===== config.mk =====
export PLATFORM = sky130hd
export DESIGN_NAME = imem_load_ctrl
export DESIGN_NICKNAME = d
export VERILOG_FILES = /design/src/rtl/imem_load_ctrl_pkg.sv /design/src/rtl/imem_ram.sv /design/src/rtl/imem_load_ctrl.sv
export SDC_FILE = /design/constraint.sdc
export NUM_CORES = 1
export LEC_CHECK = 0
export BUFFER_PORTS_ARGS = -buffer_cell sky130_fd_sc_hd__buf_2
export CORE_MARGIN = 2
export CORE_UTILIZATION = 43
export CTS_BUF_LIST = sky130_fd_sc_hd__clkbuf_2 sky130_fd_sc_hd__clkbuf_4 sky130_fd_sc_hd__clkbuf_8
export DETAILED_ROUTE_END_ITERATION = 7
export GPL_ROUTABILITY_DRIVEN = 1
export GPL_TIMING_DRIVEN = 0
export HOLD_SLACK_MARGIN = 0.02
export PLACE_DENSITY_LB_ADDON = 0.2
export SYNTH_ARGS = -nofsm -noshare
export SYNTH_HDL_FRONTEND = slang
export SYNTH_HIERARCHICAL = 1
export SYNTH_SLANG_ARGS = --single-unit

===== constraint.sdc =====
create_clock -name clk -period 2.1 [get_ports clk]
set_input_delay 0.42 -clock clk [delete_from_list [all_inputs] [get_ports clk]]
set_output_delay 0.42 -clock clk [all_outputs]
set_load 0.01 [all_outputs]

===== src/rtl/imem_load_ctrl_pkg.sv =====
// Shared types and constants for the instruction-memory load controller.
// State encoding, fetch byte limit and default geometry.
package imem_load_ctrl_pkg;

  typedef enum logic [1:0] {
    ST_HALT = 2'd0,
    ST_LOAD = 2'd1,
    ST_RUN  = 2'd2
  } state_e;

  localparam logic [15:0] IMEM_BYTE_LIMIT = 16'd32;
  localparam int          IMEM_ADDR_W     = 4;
  localparam int          IMEM_DATA_W     = 16;

endpackage


===== src/rtl/imem_ram.sv =====
// Instruction RAM: 2^ADDR_W words, synchronous write with clear-on-reset, async read.
// Write visible on the read port one edge later; no backpressure.
module imem_ram
  import imem_load_ctrl_pkg::*;
#(
  parameter int ADDR_W = IMEM_ADDR_W,
  parameter int DATA_W = IMEM_DATA_W
) (
  input  logic              clk,
  input  logic              reset,
  input  logic              we,
  input  logic [ADDR_W-1:0] waddr,
  input  logic [DATA_W-1:0] wdata,
  input  logic [ADDR_W-1:0] raddr,
  output logic [DATA_W-1:0] rdata
);

  localparam int DEPTH = 1 << ADDR_W;

  logic [DATA_W-1:0] mem_q [DEPTH];

  always_ff @(posedge clk) begin
    if (reset) begin
      for (int i = 0; i < DEPTH; i++) begin
        mem_q[i] <= '0;
      end
    end else if (we) begin
      mem_q[waddr] <= wdata;
    end
  end

  assign rdata = mem_q[raddr];

endmodule


===== src/rtl/imem_load_ctrl.sv =====
// Loads a program over valid/ready into imem_ram, stalls the CPU while halted/loading, pulses pc_clear on release.
// Fetch is combinational; load_ready is a registered-state decode, high for the whole LOAD state.
module imem_load_ctrl
  import imem_load_ctrl_pkg::*;
#(
  parameter int ADDR_W = IMEM_ADDR_W,
  parameter int DATA_W = IMEM_DATA_W
) (
  input  logic              clk,
  input  logic              reset,
  input  logic              load_start,
  input  logic              load_valid,
  input  logic [DATA_W-1:0] load_data,
  input  logic              load_last,
  output logic              load_ready,
  input  logic              run_req,
  input  logic              halt_req,
  input  logic [15:0]       pc,
  output logic [DATA_W-1:0] instruction,
  output logic              cpu_stall,
  output logic              pc_clear,
  output logic              loaded,
  output logic [ADDR_W:0]   word_count
);

  localparam logic [ADDR_W:0] WORDS = (ADDR_W+1)'(2**ADDR_W);

  state_e            state_q, state_d;
  logic [ADDR_W-1:0] wr_ptr_q, wr_ptr_d;
  logic [ADDR_W:0]   word_count_q, word_count_d;
  logic              loaded_q, loaded_d;
  logic              pc_clear_q, pc_clear_d;
  logic              cpu_stall_q, cpu_stall_d;
  logic              wr_hs, load_done;
  logic [DATA_W-1:0] ram_rdata;

  assign load_ready = (state_q == ST_LOAD);
  assign wr_hs      = load_valid & load_ready;
  // The 16th word ends the load even without load_last, so wr_ptr never wraps.
  assign load_done  = wr_hs & (load_last | (wr_ptr_q == '1));

  always_ff @(posedge clk) begin
    if (reset) begin
      state_q      <= ST_HALT;
      wr_ptr_q     <= '0;
      word_count_q <= '0;
      loaded_q     <= 1'b0;
      pc_clear_q   <= 1'b0;
      cpu_stall_q  <= 1'b1;
    end else begin
      state_q      <= state_d;
      wr_ptr_q     <= wr_ptr_d;
      word_count_q <= word_count_d;
      loaded_q     <= loaded_d;
      pc_clear_q   <= pc_clear_d;
      cpu_stall_q  <= cpu_stall_d;
    end
  end

  always_comb begin
    state_d = state_q;
    case (state_q)
      ST_HALT: begin
        if (load_start)   state_d = ST_LOAD;
        else if (run_req) state_d = ST_RUN;
      end
      ST_LOAD: if (load_done) state_d = ST_HALT;
      ST_RUN:  if (halt_req)  state_d = ST_HALT;
      default: state_d = ST_HALT;
    endcase
  end

  always_comb begin
    wr_ptr_d     = wr_ptr_q;
    word_count_d = word_count_q;
    loaded_d     = loaded_q;
    pc_clear_d   = (state_q == ST_HALT) && (state_d == ST_RUN);
    cpu_stall_d  = (state_d != ST_RUN);
    if ((state_q == ST_HALT) && load_start) begin
      wr_ptr_d     = '0;
      word_count_d = '0;
    end
    if (wr_hs) begin
      wr_ptr_d = wr_ptr_q + ADDR_W'(1);
      if (word_count_q != WORDS) word_count_d = word_count_q + (ADDR_W+1)'(1);
    end
    if (load_done) loaded_d = 1'b1;
  end

  imem_ram #(
    .ADDR_W (ADDR_W),
    .DATA_W (DATA_W)
  ) u_ram (
    .clk   (clk),
    .reset (reset),
    .we    (wr_hs),
    .waddr (wr_ptr_q),
    .wdata (load_data),
    .raddr (pc[ADDR_W:1]),
    .rdata (ram_rdata)
  );

  assign instruction = ((state_q == ST_RUN) && (pc < IMEM_BYTE_LIMIT)) ? ram_rdata : '0;
  assign cpu_stall   = cpu_stall_q;
  assign pc_clear    = pc_clear_q;
  assign loaded      = loaded_q;
  assign word_count  = word_count_q;

endmodule


Yosys cells after proc, flatten, opt, wreduce, memory -nomap -nowiden
Memories as Yosys holds them, arrays and structs flattened.
Index checks and enable logic that the tools add are counted.
{ "totals": {"out_inout_bits": 25, "regBits": 14, "latchBits": 0, "rom_bits": 0, "in_bits": 39, "elab_cells": 44, "n_memories": 1, "ramBits": 256} }
{ "memory_table": {"columns": ["memory", "words", "width", "read_ports", "rd_ports_with_merged_regs", "write_ports", "line", "text"], "rows": [
  ["u_ram.mem_q", 16, 16, 1, 0, 16, "imem_ram.sv:20", "logic [DATA_W-1:0] mem_q [DEPTH];"]
]} }
{ "op_classes": {"eq_ne": 6, "muxes": 19, "reduce_logical": 6, "n_shift": 0, "div_mod_pow": 0, "n_lt_le_gt_ge": 1, "bitwise": 3, "n_addsub": 2, "multipliers": 0} }
{ "ops": {"columns": ["op", "count"], "rows": [
  ["2-to-1 mux 16 bit", 2],
  ["less-than comparator 16 x 6 -> 1 bit (second input constant)", 1],
  ["OR reduction 16 bit", 1],
  ["2-to-1 mux 5 bit", 3],
  ["2-to-1 mux 4 bit", 3],
  ["2-to-1 mux 2 bit", 4],
  ["2-to-1 mux 1 bit", 6],
  ["case mux 2 bit (3 select lines)", 1],
  ["adder 5 x 1 -> 5 bit (second input constant)", 1],
  ["inequality test 5 bit (second input constant)", 1],
  ["adder 4 x 1 -> 4 bit (second input constant)", 1],
  ["== test 2 bit (second input constant)", 2],
  ["== test 4 bit (second input constant)", 1],
  ["logical AND 1 bit", 3],
  ["bitwise AND 1 bit", 2],
  ["== test 2 x 1 -> 1 bit (second input constant)", 1],
  ["zero test 2 bit", 1],
  ["inequality test 2 bit (second input constant)", 1],
  ["nonzero test 2 bit", 1],
  ["OR 1 bit", 1]
]} }

Longest topological paths before layout
{ "logic_depth": {"word_depth": 7, "depth_mapped": 6, "mapped_depth_nobuf": 5} }

By module
Netlist, hierarchy kept.
{ "modules_own_cells": {"columns": ["module", "area_each_um2", "cells_per_inst", "seq_area_each_um2", "instances"], "rows": [
  ["imem_ram", 11562.3, 722, 7687.4, 1],
  ["imem_load_ctrl", 812.0, 95, 280.3, 1]
]} }

Least setup slack after synthesis
Ideal clock, no wire load.
{ "synth_path": {"path_type": "input to output", "start": "input pc[1]", "end": "output instruction[10]", "required_time_ns": 1.680, "arrival_time_ns": 1.850, "setup_slack_ns": -0.170, "stages": 6, "cell_sequence": "buf_2 -> buf_2 -> mux4_2 -> a22oi_1 -> nand2_1 -> and2_1"} }
{ "synth_via": {"word_cells_on_any_way": 4} }
{ "synth_lines": {"columns": ["element", "line", "text"], "rows": [
  ["start, declared", "imem_load_ctrl.sv:18", "input logic [15:0] pc,"],
  ["memory read (16 x 16 bit)", null, null],
  ["via ram_rdata[10]", "imem_load_ctrl.sv:35", "logic [DATA_W-1:0] ram_rdata;"],
  ["2-to-1 mux 16 bit", "imem_load_ctrl.sv:103", "assign instruction = ((state_q == ST_RUN) && (pc < IMEM_BYTE_LIMIT)) ? ram_rdata : '0;"],
  ["end, declared", "imem_load_ctrl.sv:19", "output logic [DATA_W-1:0] instruction,"]
]} }
The timed path passes the listed nets, and every way through them passes these cells.

Worst setup path in the final report
{ "layout_path": {"start": "memory u_ram/mem_q[3][15] in the netlist's numbering", "end": "output instruction[15]"} }
{ "layout_via": {"elab_chain_cells": 2} }
{ "layout_rtl": {"columns": ["element", "line"], "rows": [
  ["start, declared", "imem_ram.sv:20"],
  ["memory read (16 x 16 bit)", null],
  ["via ram_rdata[15]", "imem_load_ctrl.sv:35"],
  ["2-to-1 mux 16 bit", "imem_load_ctrl.sv:103"]
]} }
The timed path passes the listed nets, and every way through them passes these cells.

==> results.sh <==
export IMPL_fin_setup_tns_ns=-4.99
export IMPL_max_slew_margin_pct=57.0
export IMPL_dr_pass1_iters=4
export IMPL_placed_area_um2=13200
export IMPL_synth_area_leaders="edfxtp_1 62%, and2_1 13%, mux4_2 12%"
export IMPL_routed_wl_mm=30.2
export IMPL_ys_flop_type="edfxtp_1"
export IMPL_drtIter0Drc=557
export IMPL_synth_yosys_seq_area_share_pct=64.4
export IMPL_cp_num_buf_inv=1
export IMPL_core_area_um2=28500
export IMPL_critPathKind="reg2out"
export IMPL_holdWs_ns=0.184
export IMPL_antenna_found_initial=0
export IMPL_cp_arrival_ns=2.07
export IMPL_crit_path_top_delay_cell="mux4_2"
export IMPL_syn_area_um2=12400
export IMPL_synth_edf_count=256
export IMPL_power_leakage_uw=0.00554
export IMPL_synth_warnings=6
export IMPL_post_route_min_period_ns=2.49
export IMPL_hp_class="in2reg"
export IMPL_status="complete, but fails checks"
export IMPL_crit_path_cell_trace="mux4_2 -> a22oi_2 -> nand2_1 -> and2_1 -> buf_2"
export IMPL_grt_pass1_wl_mm=45.8
export IMPL_setup_violations=16
export IMPL_fmax_mhz=401
export IMPL_diodes=0
export IMPL_numCtsBuffers=46
export IMPL_final_hold_violation_count=0
export IMPL_yosysMostFrequentCell="and2_1"
export IMPL_syn2layout_area_growth_pct=20.2
export IMPL_via_per_inst=5.25
export IMPL_clock_latency_ns=0.56
export IMPL_drive_gt1_share_pct=36.4
export IMPL_critPathMaxFanout=1
export IMPL_synth_common_cells="257 x and2_1, 256 x edfxtp_1, 64 x mux4_2"
export IMPL_io_pins=64
export IMPL_drc=0
export IMPL_path_clk_slew_ns=0.06
export IMPL_syn_area_per_cell_um2=15.1
export IMPL_grt_pass1_vias=7731
export IMPL_ant_nets=0
export IMPL_async_flop_share_pct=0
export IMPL_yosysTopAreaCell="edfxtp_1"
export IMPL_globalplace_congestion=0.776
export IMPL_via_count=7214
export IMPL_ys_types=49
export IMPL_start_util_pct=43.3
export IMPL_synth_nets=859
export IMPL_violations="negative setup slack"
export IMPL_pre_cts_ws_ns=-0.867
export IMPL_chipWidth_um=174
export IMPL_die_area_um2=30200
export IMPL_gr_usage_all_layers_pct=20.4
export IMPL_skew_ns=0.0175
export IMPL_cp_end_kind="output port"
export IMPL_port_buffers=60
export IMPL_grt_max_degree=17
export IMPL_ys_ff_latch=270
export IMPL_final_nets=1001
export IMPL_overflow=0
export IMPL_setup_slack_ns=-0.392
export IMPL_die_h_um=174
export IMPL_root_buffer="clkbuf_8"
export IMPL_num_rows=62
export IMPL_routedWlPerCell_um=22.0
export IMPL_crit_path_start_kind="flip-flop"
export IMPL_htree_levels=2
export IMPL_clockBufferDepth=3
export IMPL_crit_family="multiplexers"
export IMPL_cts_tree="built"
export IMPL_synth_top_area_share_pct=62.1
export IMPL_drv_cap=0
export IMPL_slew_viol_final=0
export IMPL_slowest_delay_ns=0.51
export IMPL_hpwl_mm=19.8
export IMPL_cts_sinks=270
export IMPL_design_area_um2=14900
export IMPL_irDropWorstVdd_mv=0.410
export IMPL_min_period_over_period_pct=119
export IMPL_grt_setup_unrepaired="yes"
export IMPL_syn_inst=817
export IMPL_worstPathRequired_ns=1.68
export IMPL_tightest_slew_ns=0.646
export IMPL_power_density_nw_per_um2=774
routing by layer:
layer	share of wire (%)	vias up	GRT usage [%]
li1	-	3320	-
met3	4.1	55	3.20
met2	50	178	35.3
met4	2.4	0	6.13
met1	43	3661	26.6
met5	0	-	0
sequential cells by signal (all words and copies together), names as in the netlist:
name / flops
word_count: 5
cpu_stall: 1
pc_clear: 1
wr_ptr_q: 4
loaded: 1
u_ram/mem_q: 256
state_q: 2
worst reg2reg max path: stages, from the launching register on:
cell and delay [ns]:
dfxtp_4 0.34, nand3b_1 0.21, clkinv_4 0.10, nand4bb_2 0.25
nor2_2 0.44, or2_4 0.40
worst paths after layout:
path / endpoint / cells after the start / slack [ns] / start
worst max-delay path: instruction[15] / 5 / -0.39 / u_ram/mem_q[3][15]
worst min-delay path: word_count[3] / 2 / 0.18 / reset
worst max register to register: u_ram/mem_q[11][0] / 5 / 0.01 / state_q[1]
worst min register to register: loaded / 1 / 0.49 / loaded
kinds of logic (layout without fill, tap and decap cells):
group           Yosys count  in the layout  share of synthesized area (%)
flops                   270            270                           64.4
compound gates           51             51                           2.96
simple gates            362            363                           18.4
buf+inv                  65            238                           2.18
xor+xnor                  1              1                         0.0708
fa+ha+maj                 3              3                          0.303
mux                      65             65                           11.7
per-stage QoR:
stage          power, uW  utilization (%)  instances
3_5_place_dp        6980             46.3       1261
2_1_floorplan       6670                -        817
5_1_grt            11900             52.1       1375
4_1_cts            11600             51.4       1366
6_report           11500             52.1       1375
3_3_place_gp        6960             46.3       1261
cells in the final DEF, fill, tap and decap left out, types with 3 or more instances in the layout:
master / count
nor2b_1: 3
clkbuf_8: 47
and2_1: 251
dfxtp_1: 10
o211ai_1: 3
clkinv_1: 7
a21oi_1: 8
clkbuf_1: 22
or2_4: 17
nand2b_1: 4
mux4_2: 64
nand3_1: 7
buf_2: 56
buf_4: 22
nand2_1: 18
a22oi_2: 24
buf_16: 3
inv_1: 5
nand2_2: 3
clkbuf_2: 19
dfxtp_2: 3
buf_12: 7
nor3_4: 4
and2_2: 16
nor2_2: 4
or3_1: 3
a22oi_1: 8
buf_6: 18
edfxtp_1: 256
and2_4: 6
ha_1: 3
nor2_4: 9
clkbuf_4: 26
where the power goes:
group,total (uW),internal (uW),switching [uW],leakage [uW]
Sequential,6120,6060,60.3,0.00276
Clock,4520,2460,2060,0.000467
Combinational,868,374,495,0.00232
layout make-up:
type,count,area [um2]
multi-input combinational,483,4430
buffer,58,355
timing repair buffer,94,738
sequential,270,7980
clock inverter,11,53.8
tap,384,480
inverter,6,27.5
clock buffer,69,812
fill,2443,13700
repair_timing:
action / in CTS / in global routing
gates resized for setup: 88 / 47
cloned: 3 / 1
hold buffers: 0 / 0
endpoints found under the setup margin: 430 / 334
buffers inserted: 23 / 9
pin swaps: 30 / 18
Note: power is estimated with default switching activity, not from simulation.
